### config.mk
export PLATFORM = sky130hd
export DESIGN_NAME = pc_gen
export DESIGN_NICKNAME = d
export VERILOG_FILES = /design/src/rtl/pc_gen_pkg.sv /design/src/rtl/pc_gen_ras_stack.sv /design/src/rtl/pc_gen.sv
export SDC_FILE = /design/constraint.sdc
export NUM_CORES = 1
export LEC_CHECK = 0
export ABC_CLOCK_PERIOD_IN_PS = 6100
export CAP_MARGIN = 30
export CORE_MARGIN = 2
export CORE_UTILIZATION = 58
export CTS_CLUSTER_SIZE = 12
export DETAILED_ROUTE_END_ITERATION = 8
export PLACE_DENSITY = 0.87
export SETUP_SLACK_MARGIN = 0.02
export SLEW_MARGIN = 15
export SYNTH_ARGS = -nofsm -noshare
export SYNTH_HDL_FRONTEND = slang
export SYNTH_SLANG_ARGS = --single-unit
### constraint.sdc
create_clock -name clk -period 6.1 [get_ports clk]
set_input_delay 0.61 -clock clk [delete_from_list [all_inputs] [get_ports clk]]
set_output_delay 0.61 -clock clk [all_outputs]
set_load 0.01 [all_outputs]
### src/rtl/pc_gen_pkg.sv
// Shared fetch-stage definitions: next-PC select codes, exception codes
// and the default memory-map constants used across the pipeline.
package pc_gen_pkg;

    typedef enum logic [2:0] {
        NPC_PC4   = 3'd0,
        NPC_IMM16 = 3'd1,
        NPC_IMM26 = 3'd2,
        NPC_RA    = 3'd3,
        NPC_EPC   = 3'd4
    } npc_op_e;

    localparam logic [4:0] EXC_NONE = 5'd0;
    localparam logic [4:0] EXC_ADEL = 5'd4;

    localparam logic [31:0] DEF_RESET_PC   = 32'h0000_3000;
    localparam logic [31:0] DEF_HANDLER_PC = 32'h0000_4180;
    localparam logic [31:0] DEF_IM_LO      = 32'h0000_3000;
    localparam logic [31:0] DEF_IM_HI      = 32'h0000_6FFC;
    localparam int          DEF_RAS_DEPTH  = 8;

    function automatic logic [31:0] branch_target(
        input logic [31:0] pc,
        input logic [15:0] imm
    );
        return pc + {{14{imm[15]}}, imm, 2'b00};
    endfunction

    function automatic logic [31:0] jump_target(
        input logic [31:0] pc_hi,
        input logic [25:0] idx
    );
        return {pc_hi[31:28], idx, 2'b00};
    endfunction

    // Misaligned or outside the instruction window.
    function automatic logic fetch_adel(
        input logic [31:0] pc,
        input logic [31:0] lo,
        input logic [31:0] hi
    );
        return (pc[1:0] != 2'b00) || (pc < lo) || (pc > hi);
    endfunction

endpackage

### src/rtl/pc_gen_ras_stack.sv
// Circular return-address stack: a push when full overwrites the oldest
// entry, a pop when empty is ignored. Entry storage is never reset.
module ras_stack
    import pc_gen_pkg::*;
#(
    parameter int DEPTH = DEF_RAS_DEPTH,
    parameter int W     = 32
) (
    input  logic                     clk,
    input  logic                     reset,
    input  logic                     push,
    input  logic                     pop,
    input  logic [W-1:0]             data_in,
    output logic [W-1:0]             top,
    output logic [$clog2(DEPTH):0]   count
);

    localparam int PW = $clog2(DEPTH);
    localparam logic [PW:0] FULL = (PW+1)'(DEPTH);

    logic [W-1:0]  r_mem [DEPTH];
    logic [PW-1:0] r_ptr;
    logic [PW:0]   r_count;
    logic [PW-1:0] w_top_idx;
    logic          w_pop_ok;

    assign w_top_idx = r_ptr - PW'(1);
    assign w_pop_ok  = pop & (r_count != '0);

    always_ff @(posedge clk) begin
        if (!reset && push) begin
            r_mem[r_ptr] <= data_in;
        end
    end

    // r_ptr is the next free slot; the wrap gives overwrite-oldest.
    always_ff @(posedge clk) begin
        if (reset) begin
            r_ptr   <= '0;
            r_count <= '0;
        end else if (push) begin
            r_ptr <= r_ptr + PW'(1);
            if (r_count != FULL) begin
                r_count <= r_count + 1'b1;
            end
        end else if (w_pop_ok) begin
            r_ptr   <= w_top_idx;
            r_count <= r_count - 1'b1;
        end
    end

    assign top   = r_mem[w_top_idx];
    assign count = r_count;

endmodule

### src/rtl/pc_gen.sv
// Fetch PC generator with exception redirect, fetch-address check and an
// advisory return-address stack for jal / jr $ra prediction.
module pc_gen
    import pc_gen_pkg::*;
#(
    parameter logic [31:0] RESET_PC   = DEF_RESET_PC,
    parameter logic [31:0] HANDLER_PC = DEF_HANDLER_PC,
    parameter logic [31:0] IM_LO      = DEF_IM_LO,
    parameter logic [31:0] IM_HI      = DEF_IM_HI,
    parameter int          RAS_DEPTH  = DEF_RAS_DEPTH
) (
    input  logic                         clk,
    input  logic                         reset,
    input  logic                         stall,
    input  logic                         req,
    input  logic [2:0]                   npc_op,
    input  logic [15:0]                  imm16,
    input  logic [25:0]                  imm26,
    input  logic [31:0]                  ra_addr,
    input  logic [31:0]                  epc,
    input  logic [31:0]                  pc_d,
    input  logic                         push_ra,
    input  logic                         pop_ra,
    output logic [31:0]                  pc_f,
    output logic [31:0]                  pc4_f,
    output logic [31:0]                  npc,
    output logic [4:0]                   excode_f,
    output logic [31:0]                  ras_pred,
    output logic                         ras_match,
    output logic [$clog2(RAS_DEPTH):0]   ras_count
);

    localparam int CW = $clog2(RAS_DEPTH) + 1;

    logic [31:0]   r_pc;
    logic [31:0]   w_npc;
    logic [31:0]   w_pc4;
    logic          w_load;
    logic          w_fire;
    logic          w_push;
    logic          w_pop;
    logic [31:0]   w_top;
    logic [CW-1:0] w_count;

    assign w_pc4 = r_pc + 32'd4;

    always_comb begin
        w_npc = RESET_PC;
        if (req) begin
            w_npc = HANDLER_PC;
        end else begin
            case (npc_op)
                NPC_PC4:   w_npc = w_pc4;
                NPC_IMM16: w_npc = branch_target(r_pc, imm16);
                NPC_IMM26: w_npc = jump_target(pc_d, imm26);
                NPC_RA:    w_npc = ra_addr;
                NPC_EPC:   w_npc = epc;
                default:   w_npc = RESET_PC;
            endcase
        end
    end

    // eret must leave even under a stall, or the handler would spin.
    assign w_load = req | ~stall | (npc_op == NPC_EPC);

    always_ff @(posedge clk) begin
        if (reset) begin
            r_pc <= RESET_PC;
        end else if (w_load) begin
            r_pc <= w_npc;
        end
    end

    assign w_fire = ~req & ~stall;
    assign w_push = w_fire & (npc_op == NPC_IMM26) & push_ra;
    assign w_pop  = w_fire & (npc_op == NPC_RA) & pop_ra;

    ras_stack #(
        .DEPTH   (RAS_DEPTH),
        .W       (32)
    ) u_ras (
        .clk     (clk),
        .reset   (reset),
        .push    (w_push),
        .pop     (w_pop),
        .data_in (pc_d + 32'd8),
        .top     (w_top),
        .count   (w_count)
    );

    assign pc_f      = r_pc;
    assign pc4_f     = w_pc4;
    assign npc       = w_npc;
    assign excode_f  = fetch_adel(r_pc, IM_LO, IM_HI) ? EXC_ADEL : EXC_NONE;
    assign ras_pred  = w_top;
    assign ras_count = w_count;
    assign ras_match = (w_count != '0) & (npc_op == NPC_RA) & pop_ra
                     & (w_top == ra_addr);

endmodule

======== Word-level counts from Yosys, hierarchy flattened ========
Memory sizes are Yosys's and may differ from the RTL's.
Cells that the tools add are included.
cells by class
  reductions and logical operators ........ 9
  bitwise gates (word level) .............. 13
  equal/unequal tests ..................... 7
  multiplexer cells ....................... 10
  order comparisons ....................... 2
  add/subtract/negate cells ............... 7
operators with widths
  operator                                                          number
  case mux 32 bit (5 select lines)                                  1
  adder 32 x 3 -> 32 bit (second input constant)                    1
  adder 32 bit                                                      1
  adder 32 x 4 -> 32 bit (second input constant)                    1
  equality test 32 bit                                              1
  greater-than comparator 32 x 15 -> 1 bit (second input constant)  1
  less-than comparator 32 x 14 -> 1 bit (second input constant)     1
  two-way mux 32 bit                                                1
  two-way mux 4 bit                                                 3
  bitwise AND 1 bit                                                 9
  two-way mux 3 bit                                                 3
  equality test 3 x 2 -> 1 bit (second input constant)              2
  adder 4 x 1 -> 4 bit (second input constant)                      1
  != test 4 bit (second input constant)                             1
  nonzero test 2 bit                                                2
  nonzero test 4 bit                                                1
  subtractor 4 x 1 -> 4 bit (second input constant)                 1
  adder 3 x 1 -> 3 bit (second input constant)                      1
  equality test 3 x 1 -> 1 bit (second input constant)              1
  equality test 3 bit (second input constant)                       1
  logical NOT 3 bit                                                 1
  subtractor 3 x 1 -> 3 bit (second input constant)                 1
  logical OR 1 bit                                                  2
  two-way mux 1 bit                                                 2
  6 further kinds                                                   8
storage, ports and cells
  input port bits ......................... 147
  output and inout bits ................... 138
  register bits after elaboration ......... 39
  logic and storage cells ................. 52
  RAM bits ................................ 256
  memories kept ........................... 1
memories
  memory       depth  bits a word  read ports  clocked after Yosys merged registers in  wr ports  line                    source
  u_ras.r_mem  8      32           1           0                                        1         pc_gen_ras_stack.sv:21  logic [W-1:0] r_mem [DEPTH];

======== Logic depth before layout (Yosys ltp) ========
Gate-level depths: netlist of run 1.
  word-level depth ........................ 7
  depth in mapped cells ................... 15
  gate-level depth less buffers ........... 11

======== Cells and area by module ========
From an unflattened synthesis of run 1, not the netlist that was laid out.
second synthesis, totals
  cell total of the unflattened synthesis .. 1244
  area, all modules ....................... 16001.6 um2
by module, submodules not included
  module     cells an instance  area each (um2)  times used
  ras_stack  435                10162.2          1
  pc_gen     809                5839.4           1

======== Worst setup path after synthesis of run 1 ========
No wires, ideal clock.
  path kind ............................... input port to flip-flop
  start ................................... input port npc_op[1]
  end ..................................... memory u_ras.r_mem[1][0] (enable)
  slack ................................... 1788 ps
  library setup time ...................... 461 ps
  buffers on the path ..................... 1
  stages on the path ...................... 7
  arrival time ............................ 3851 ps
  cell sequence ........................... nor2b_1 -> clkbuf_1 -> and4_1 -> inv_1 -> nor2_1 -> nand2_1 -> nor3_1
on the way
  cells in the longest elaborated chain, start to end .. 6
RTL lines
  item                                     line                    source
  from (decl)                              pc_gen.sv:16            input logic [2:0] npc_op,
  equality test 3 x 2 -> 1 bit             pc_gen.sv:75            assign w_push = w_fire & (npc_op == NPC_IMM26) & push_ra;
  bitwise AND 1 bit (2 in a row)           pc_gen.sv:75
  logical AND 1 bit                        pc_gen_ras_stack.sv:31  if (!reset && push) begin
  two-way mux 1 bit                        pc_gen_ras_stack.sv:31
  two-way mux 1 bit (implied by the code)  pc_gen_ras_stack.sv:32  r_mem[r_ptr] <= data_in;
  to (decl)                                pc_gen_ras_stack.sv:21
No other way between the ends.

======== Worst setup path in the final report of run 1 ========
  start ................................... register u_ras.r_ptr[1]
  end ..................................... output port ras_match
on the way
  cells in the longest elaborated chain, start to end .. 4
RTL lines
  item                       line                    source
  from (decl)                pc_gen_ras_stack.sv:22  logic [PW-1:0] r_ptr;
  from (signal assigned)     pc_gen_ras_stack.sv:42  r_ptr <= r_ptr + PW'(1);
  from (signal assigned)     pc_gen_ras_stack.sv:47  r_ptr <= w_top_idx;
  subtractor 3 x 1 -> 3 bit  pc_gen_ras_stack.sv:27  assign w_top_idx = r_ptr - PW'(1);
  memory (8 x 32 bit)        n/a
  equality test 32 bit       pc_gen.sv:98            & (w_top == ra_addr);
  bitwise AND 1 bit          pc_gen.sv:98
  to (decl)                  pc_gen.sv:29            output logic ras_match,
No other way between the ends.

==> metrics.md, run 1 <==
| Metric | Value |
|---|---|
| Setup Skew | `0.0164 ns` |
| Via-per-instance ratio | `6.81` |
| Worst skew pair latency | `0.59 ns` |
| Finish-stage setup viols | `0` |
| Antenna-violating nets left | `0` |
| Post-Syn Area | `0.0158 mm^2` |
| Share of layout cells above drive strength 1 | `approximately 12%` |
| Reg clk slew, reported paths | `about 0.060 ns` |
| Clock Path Buffers | `3` |
| Final hold violations | `0` |
| # Post-CTS Setup Buffers | `0` |
| Run status | `completed` |
| Total gr overflow | `0` |
| Area Growth Syn to Fin | `26.1%` |
| PortBufs | `280` |
| Period minus WS final | `about 5.6 ns` |
| Die ar. | `about 0.029 mm^2` |
| IO Pins | `between 200 and 300` |
| Cells after Synth | `~1300` |
| Worst Hold Launch | `pc_f[18]$_SDFFE_PP0P_` |
| Final net count | `1725` |
| Syn avg cell area | `around 13 um^2` |
| Root Driver | `clkbuf_16` |
| Post-synthesis async set-or-reset flop share | `0%` |
| Most common flop cell mapped by yosys | `edfxtp_1` |
| Crit. End Element | `output port` |
| Sink Count | `roughly 300` |
| Critical Path Source Type | `flip-flop` |
| Min Hold Slack | `between 0.5 and 0.6 ns` |
| Crit Path Category | `flip-flop to output port` |
| Crit-path max FO | `29` |
| RR Startpoint | `pc_f[9]$_SDFFE_PP0P_` |
| Min-Delay Path Class | `flip-flop to flip-flop` |
| Drt wl/cell | `just under 30 um` |
| CP arrival | `~5 ns` |
| First-pass GRT wire length | `80300 um` |
| Vias in the first global route | `between 10000 and 15000` |
| Die height | `about 170 um` |
| DRC viols | `0` |
| Cts hold-fix bufs | `0` |
| Final WL | `55000 um` |
| Synth warn | `0` |
| Core Region | `roughly 0.027 mm^2` |
| Pwr Density | `~230 mW/mm^2` |
| Slew headroom | `between 30% and 40%` |
| Post-CTS resize count | `0` |
| Via count | `12900` |
| Seq/Total Area, Yosys | `roughly 53%` |
| Maximum vdd drop | `around 0.00028 V` |
| Fin. max-slew vios | `0` |
| Row count | `60` |
| Final period utilization | `91.6%` |
| CTS tree | `yes` |
| Peak Freq | `between 150 and 200 MHz` |
| Total negative slack | `0 ns` |
| Lkg Pwr | `slightly below 7 nW` |
| Critical Path RT | `between 5 and 6 ns` |
| Initial Util | `around three fifths` |
| Slew @ Worst Pin | `about 1.0 ns` |
| Total iterations of the first detailed-routing run | `6` |
| Hpwl dp | `around 38000 um` |
| CP startpoint | `u_ras.r_ptr[1]$_SDFFE_PP0P_` |
| GRT Util Overall | `between 30% and 40%` |
| Die Wd | `around 170 um` |
| Largest net degree at the start of global routing | `a little over 40` |
| Cts bufs inserted | `31` |
| H-tree Lvls | `1` |
| GPL Wtd Cong | `between 0.9 and 1` |
| Max-Cap Viols | `0` |
| RSZ-0062 raised after global routing | `no` |
| Post-synth EDFFs | `256` |
| Initial antenna violation count | `2` |
| Number of DRC markers in iteration 0 | `between 1000 and 1500` |
| Seq cells post-synth | `295` |
| Diodes inserted | `0` |
| Synth cell types | `76` |
-- critical path: stages, from the launching register on --
cell and delay, ns:
dfxtp_1 0.53, inv_1 0.11, ha_2 0.56, buf_4 0.47, mux4_2 0.41, nand2_1 0.09, o21ai_0 0.10, o21ai_0 0.53
nor4b_2 0.46, nand4_1 0.19, nor4_2 0.34, clkdlybuf4s50_1 0.62
-- power breakdown --
part	switching, mW	internal [mW]
Sequential	0.0202	2.20
Combinational	0.318	0.263
Clock	0.778	0.974
Total	1.12	3.44
-- layout make-up --
class / count / area (um^2)
multi-input combinational: 865 / 6970
timing repair buffer: 310 / 3050
inverter: 38 / 143
fill: 1737 / 6910
clock buffer: 42 / 817
clock inverter: 9 / 91.3
sequential: 295 / 8470
tap: 341 / 427
-- cell usage in the layout, fill, tap and decap left out, types with 6 or more instances in the layout --
master / netlist / routed
and3_1: 14 / 14
mux2i_1: 8 / 8
or3_1: 6 / 6
xor2_1: 48 / 47
inv_1: 38 / 38
a31oi_1: 10 / 10
o21bai_1: 6 / 6
nor2_2: 1 / 8
and4_1: 6 / 6
clkdlybuf4s50_1: 0 / 280
a221o_1: 10 / 10
o22ai_1: 8 / 8
mux4_2: 63 / 63
o21ai_0: 54 / 54
nand2_1: 85 / 85
mux2_2: 32 / 32
clkbuf_16: 0 / 31
xnor2_1: 61 / 61
clkbuf_1: 40 / 11
nand3_1: 39 / 39
ha_1: 35 / 34
edfxtp_1: 256 / 256
a21o_1: 18 / 18
nor3b_1: 6 / 6
o31ai_1: 6 / 6
a22oi_1: 27 / 27
nor4_1: 10 / 10
a22o_1: 12 / 12
a21oi_1: 60 / 60
nor3_1: 17 / 14
buf_4: 7 / 28
a221oi_1: 9 / 9
a222oi_1: 9 / 9
and2_1: 11 / 11
nor2_1: 92 / 85
nand4_1: 24 / 24
dfxtp_1: 39 / 38
-- logic make-up (layout without fill, tap and decap cells) --
kind of cell             after synthesis  count (layout)  synth area share [%]
multiplexers                         106             106                  12.2
buffers and inverters                106             399                  2.96
adder cells (fa/ha/maj)               37              37                  3.02
flip-flops                           295             295                  53.5
other                                  1               4                0.0237
AO/OA/AOI/OAI                        273             273                  11.8
XOR/XNOR                             109             109                  6.03
AND/OR/NAND/NOR                      336             336                  10.5
-- state kept, by name (all words and copies together), names as in the netlist --
signal / count
u_ras.r_mem: 256
pc_f: 32
u_ras.r_ptr: 3
u_ras.count: 4
-- layer usage --
| metal | share of wire [%] | track usage [%] |
|---|---|---|
| met5 | 0.035 | 0 |
| met4 | 7.0 | 23.2 |
| met3 | 11 | 7.88 |
| met2 | 47 | 61.7 |
| met1 | 35 | 46.7 |
-- stage by stage --
step / cell area [um^2] / worst slack, ns / std cells / utilization, % / total power [mW]
2_1_floorplan: 15800 / 1.79 / 1266 / - / 2.53
3_3_place_gp: 19000 / 1.26 / 1847 / 70.8 / 2.82
3_5_place_dp: 19100 / 1.24 / 1849 / 70.9 / 2.83
4_1_cts: 20000 / 0.810 / 1900 / 74.3 / 4.55
5_1_grt: 20000 / 0.541 / 1900 / 74.3 / 4.67
6_report: 20000 / 0.511 / 1900 / 74.3 / 4.56
-- synthesized netlist by cell type (6+ instances only) --
cell / n / area (um^2)
and3_1: 14 / 87.6
mux2i_1: 8 / 80.1
nand3_1: 39 / 195
clkbuf_1: 40 / 150
buf_1: 7 / 26.3
nand4_1: 24 / 150
edfxtp_1: 256 / 7690
mux4_2: 63 / 1420
nor3b_1: 6 / 45.0
o21ai_0: 54 / 270
o22ai_1: 8 / 50.1
buf_2: 11 / 55.1
a221oi_1: 9 / 78.8
nor3_1: 17 / 85.1
or3_1: 6 / 37.5
nor2b_1: 7 / 43.8
xnor2_1: 61 / 534
and4_1: 6 / 52.6
a221o_1: 10 / 100
nand2_1: 85 / 319
mux2_2: 32 / 360
a31oi_1: 10 / 62.6
a21o_1: 18 / 135
xor2_1: 48 / 420
a222oi_1: 9 / 90.1
inv_1: 38 / 143
ha_1: 35 / 438
buf_4: 7 / 52.6
a22o_1: 12 / 105
nor4_1: 10 / 62.6
nor2_1: 92 / 345
a21oi_1: 60 / 300
dfxtp_1: 39 / 781
o21bai_1: 6 / 45.0
a22oi_1: 27 / 203
o31ai_1: 6 / 45.0
and2_1: 11 / 68.8
-- worst paths after layout --
check                                              to  depth (start not counted)  slack [ns]
worst max-delay path                        ras_match                         11        0.51
worst min-delay path            pc_f[18]$_SDFFE_PP0P_                          2        0.59
worst max register to register  pc_f[30]$_SDFFE_PP0P_                          8        2.50
worst min register to register  pc_f[18]$_SDFFE_PP0P_                          2        0.59
Note: power is estimated with default switching activity, not from simulation.
==> inputs of run 2 (changes only) <==
Settings changed: CORE_UTILIZATION 58 to 54, PLACE_DENSITY 0.87 to 0.82.
==> run 2 against run 1 <==
Against the previous run:
- critical path depth is the same
- highest routed layer unchanged
- largest power group unchanged
- final area is essentially flat
- die area grew 7.2%
- sequential share of layout area is essentially flat
- utilization shrank 4.9 points
- critical path type unchanged
==> metrics.md, run 2 (same netlist as run 1, synthesis figures left out) <==
| Metric | Value |
|---|---|
| Run status | `completed` |
| Hpwl dp | `38300 um (-0.36%)` |
| Root Driver | `clkbuf_16` |
| # Post-CTS Setup Buffers | `0 (unchanged)` |
| CP startpoint | `u_ras.r_ptr[0]$_SDFFE_PP0P_` |
| GRT Util Overall | `34.1% (-3.7 points)` |
| Via count | `12600 (-2.8%)` |
| Area Growth Syn to Fin | `26.2% (about the same)` |
| Drt wl/cell | `27.5 um (-5.0%)` |
| Grt met3 use | `5.59% (-2.3 points)` |
| Total gr overflow | `0 (unchanged)` |
| Setup Skew | `0.0117 ns (-0.00462 ns)` |
| Gr busiest metal | `met2` |
| Final Power | `4.52 mW (-0.69%)` |
| Crit. End Element | `output port` |
| RSZ-0062 raised after global routing | `no` |
| CP arrival | `5.12 ns (+0.14 ns)` |
| CTS tree | `yes` |
| H-tree Lvls | `1 (unchanged)` |
| Die Wd | `175 um (+3.6%)` |
| DRC viols | `0 (unchanged)` |
| Critical Path RT | `5.49 ns (about the same)` |
| IO Pins | `285 (unchanged)` |
| Pre-CTS WS | `1.05 ns (-0.197 ns)` |
| Post-CTS resize count | `0 (unchanged)` |
| Row count | `62 (+3.3%)` |
| Critical Path Source Type | `flip-flop` |
| Met2 usage | `56.4% (-5.3 points)` |
| Total negative slack | `0 ns (unchanged)` |
| Final WS setup | `0.371 ns (-0.139 ns)` |
| Worst Hold Launch | `u_ras.count[3]$_SDFFE_PP0P_` |
| Antenna-violating nets left | `0 (unchanged)` |
| Largest Register | `u_ras.r_mem` |
| Share of layout cells above drive strength 1 | `12.4% (-0.081 points)` |
| Cts bufs inserted | `31 (unchanged)` |
| Crit-path max FO | `28 (-3.4%)` |
| Peak Freq | `175 MHz (-2.4%)` |
| Number of DRC markers in iteration 0 | `1544 (+10%)` |
| Largest net degree at the start of global routing | `33 (-20%)` |
| Post-Route Utilization | `69.4% (-4.9 points)` |
| PortBufs | `280 (unchanged)` |
| Fin. max-slew vios | `0 (unchanged)` |
| Max-Cap Viols | `0 (unchanged)` |
| M1 GR Usage | `44.1% (-2.6 points)` |
| Slew headroom | `33.8% (+1.8 points)` |
| Multi-input gate area | `0.00697 mm^2 (unchanged)` |
| # fillers | `2031 (+17%)` |
| Vias in the first global route | `12400 (-3.3%)` |
| Core Region | `0.0288 mm^2 (+7.1%)` |
| Lkg Pwr | `6.76 nW (-0.24%)` |
| Slew @ Worst Pin | `0.984 ns (-0.0325 ns)` |
| Final hold violations | `0 (unchanged)` |
| Die height | `175 um (+3.6%)` |
| Initial Util | `55.0% (-3.9 points)` |
| Die ar. | `0.0307 mm^2 (+7.2%)` |
| Worst skew pair latency | `0.58 ns (about the same)` |
| Maximum vdd drop | `0.000266 V (-6.2%)` |
| Initial antenna violation count | `2 (unchanged)` |
| GPL Wtd Cong | `0.976 (-0.97%)` |
| Total iterations of the first detailed-routing run | `6 (unchanged)` |
| Final net count | `1722 (-0.17%)` |
| Via-per-instance ratio | `6.49 (-4.7%)` |
| Sink Count | `295 (unchanged)` |
| Reg clk slew, reported paths | `0.06 ns (about the same)` |
| Finish-stage setup viols | `0 (unchanged)` |
| Max reg flops | `256 (unchanged)` |
| Final WL | `53300 um (-3.1%)` |
| Sequential Area | `0.00847 mm^2 (unchanged)` |
| Post-Layout Inst Area | `0.0200 mm^2 (about the same)` |
| RR Startpoint | `pc_f[9]$_SDFFE_PP0P_` |
| Cell area after placement | `0.0191 mm^2 (+0.12%)` |
| Pwr Density | `226 mW/mm^2 (-0.77%)` |
| Most frequent cells in the layout | `clkdlybuf4s50_1, edfxtp_1, nand2_1, nor2_1, mux4_2` |
| Cts hold-fix bufs | `0 (unchanged)` |
| Clock Path Buffers | `3 (unchanged)` |
| Commonest non-fill, non-tap cell in the layout | `clkdlybuf4s50_1` |
| First-pass GRT wire length | `77700 um (-3.2%)` |
| Period minus WS final | `5.73 ns (+0.139 ns)` |
| Crit Path Category | `flip-flop to output port` |
| Min-Delay Path Class | `flip-flop to flip-flop` |
| Final period utilization | `93.9% (+2.3 points)` |
[run 2: final cells by class]
| class | count | area share (%) |
|---|---|---|
| Sequential cell | 295 | 42.4 |
| Multi-Input combinational cell | 865 | 34.9 |
| Timing Repair Buffer | 307 | 15.1 |
| Clock buffer | 37 | 3.99 |
| Tap cell | 384 | 2.40 |
| Inverter | 38 | 0.714 |
| Clock inverter | 11 | 0.501 |
| Antenna cell | 1 | 0.0125 |
[run 2: final timing paths]
kind                            endpoint  slack [ns]  depth (start not counted)
max                            ras_match        0.37                         11
min reg2reg  u_ras.count[3]$_SDFFE_PP0P_        0.57                          2
min          u_ras.count[3]$_SDFFE_PP0P_        0.57                          2
max reg2reg        pc_f[30]$_SDFFE_PP0P_        2.34                          8
[run 2: stage by stage]
stage	cells	hold WS [ns]
2_1_floorplan	1266	0.530
3_3_place_gp	1889	0.550
3_5_place_dp	1889	0.555
4_1_cts	1937	0.572
5_1_grt	1938	0.608
6_report	1938	0.569
[run 2: power by group]
part	switching, mW	internal [mW]	total, mW
sequential	0.0212	2.20	2.22
combinational	0.314	0.264	0.577
clock	0.761	0.964	1.72
[run 2: per-layer routing]
metal | part of all wire, % | vias to the layer above | wire length, um
met5 | 0.017 | - | 9
met4 | 5.1 | 2 | 2720
met3 | 9.6 | 149 | 5110
met2 | 48 | 822 | 25500
met1 | 37 | 6145 | 20000
li1 | - | 5463 | -
[run 2: worst max-delay path, stage by stage (launching register included)]
cell and delay, ns:
dfxtp_4 0.50, inv_1 0.15, ha_2 0.85, buf_4 0.48, mux4_2 0.41, nand2_1 0.09, o21ai_0 0.08, o21ai_0 0.37
nor4b_2 0.39, nand4_1 0.17, nor4_2 0.39, clkdlybuf4s50_1 0.63
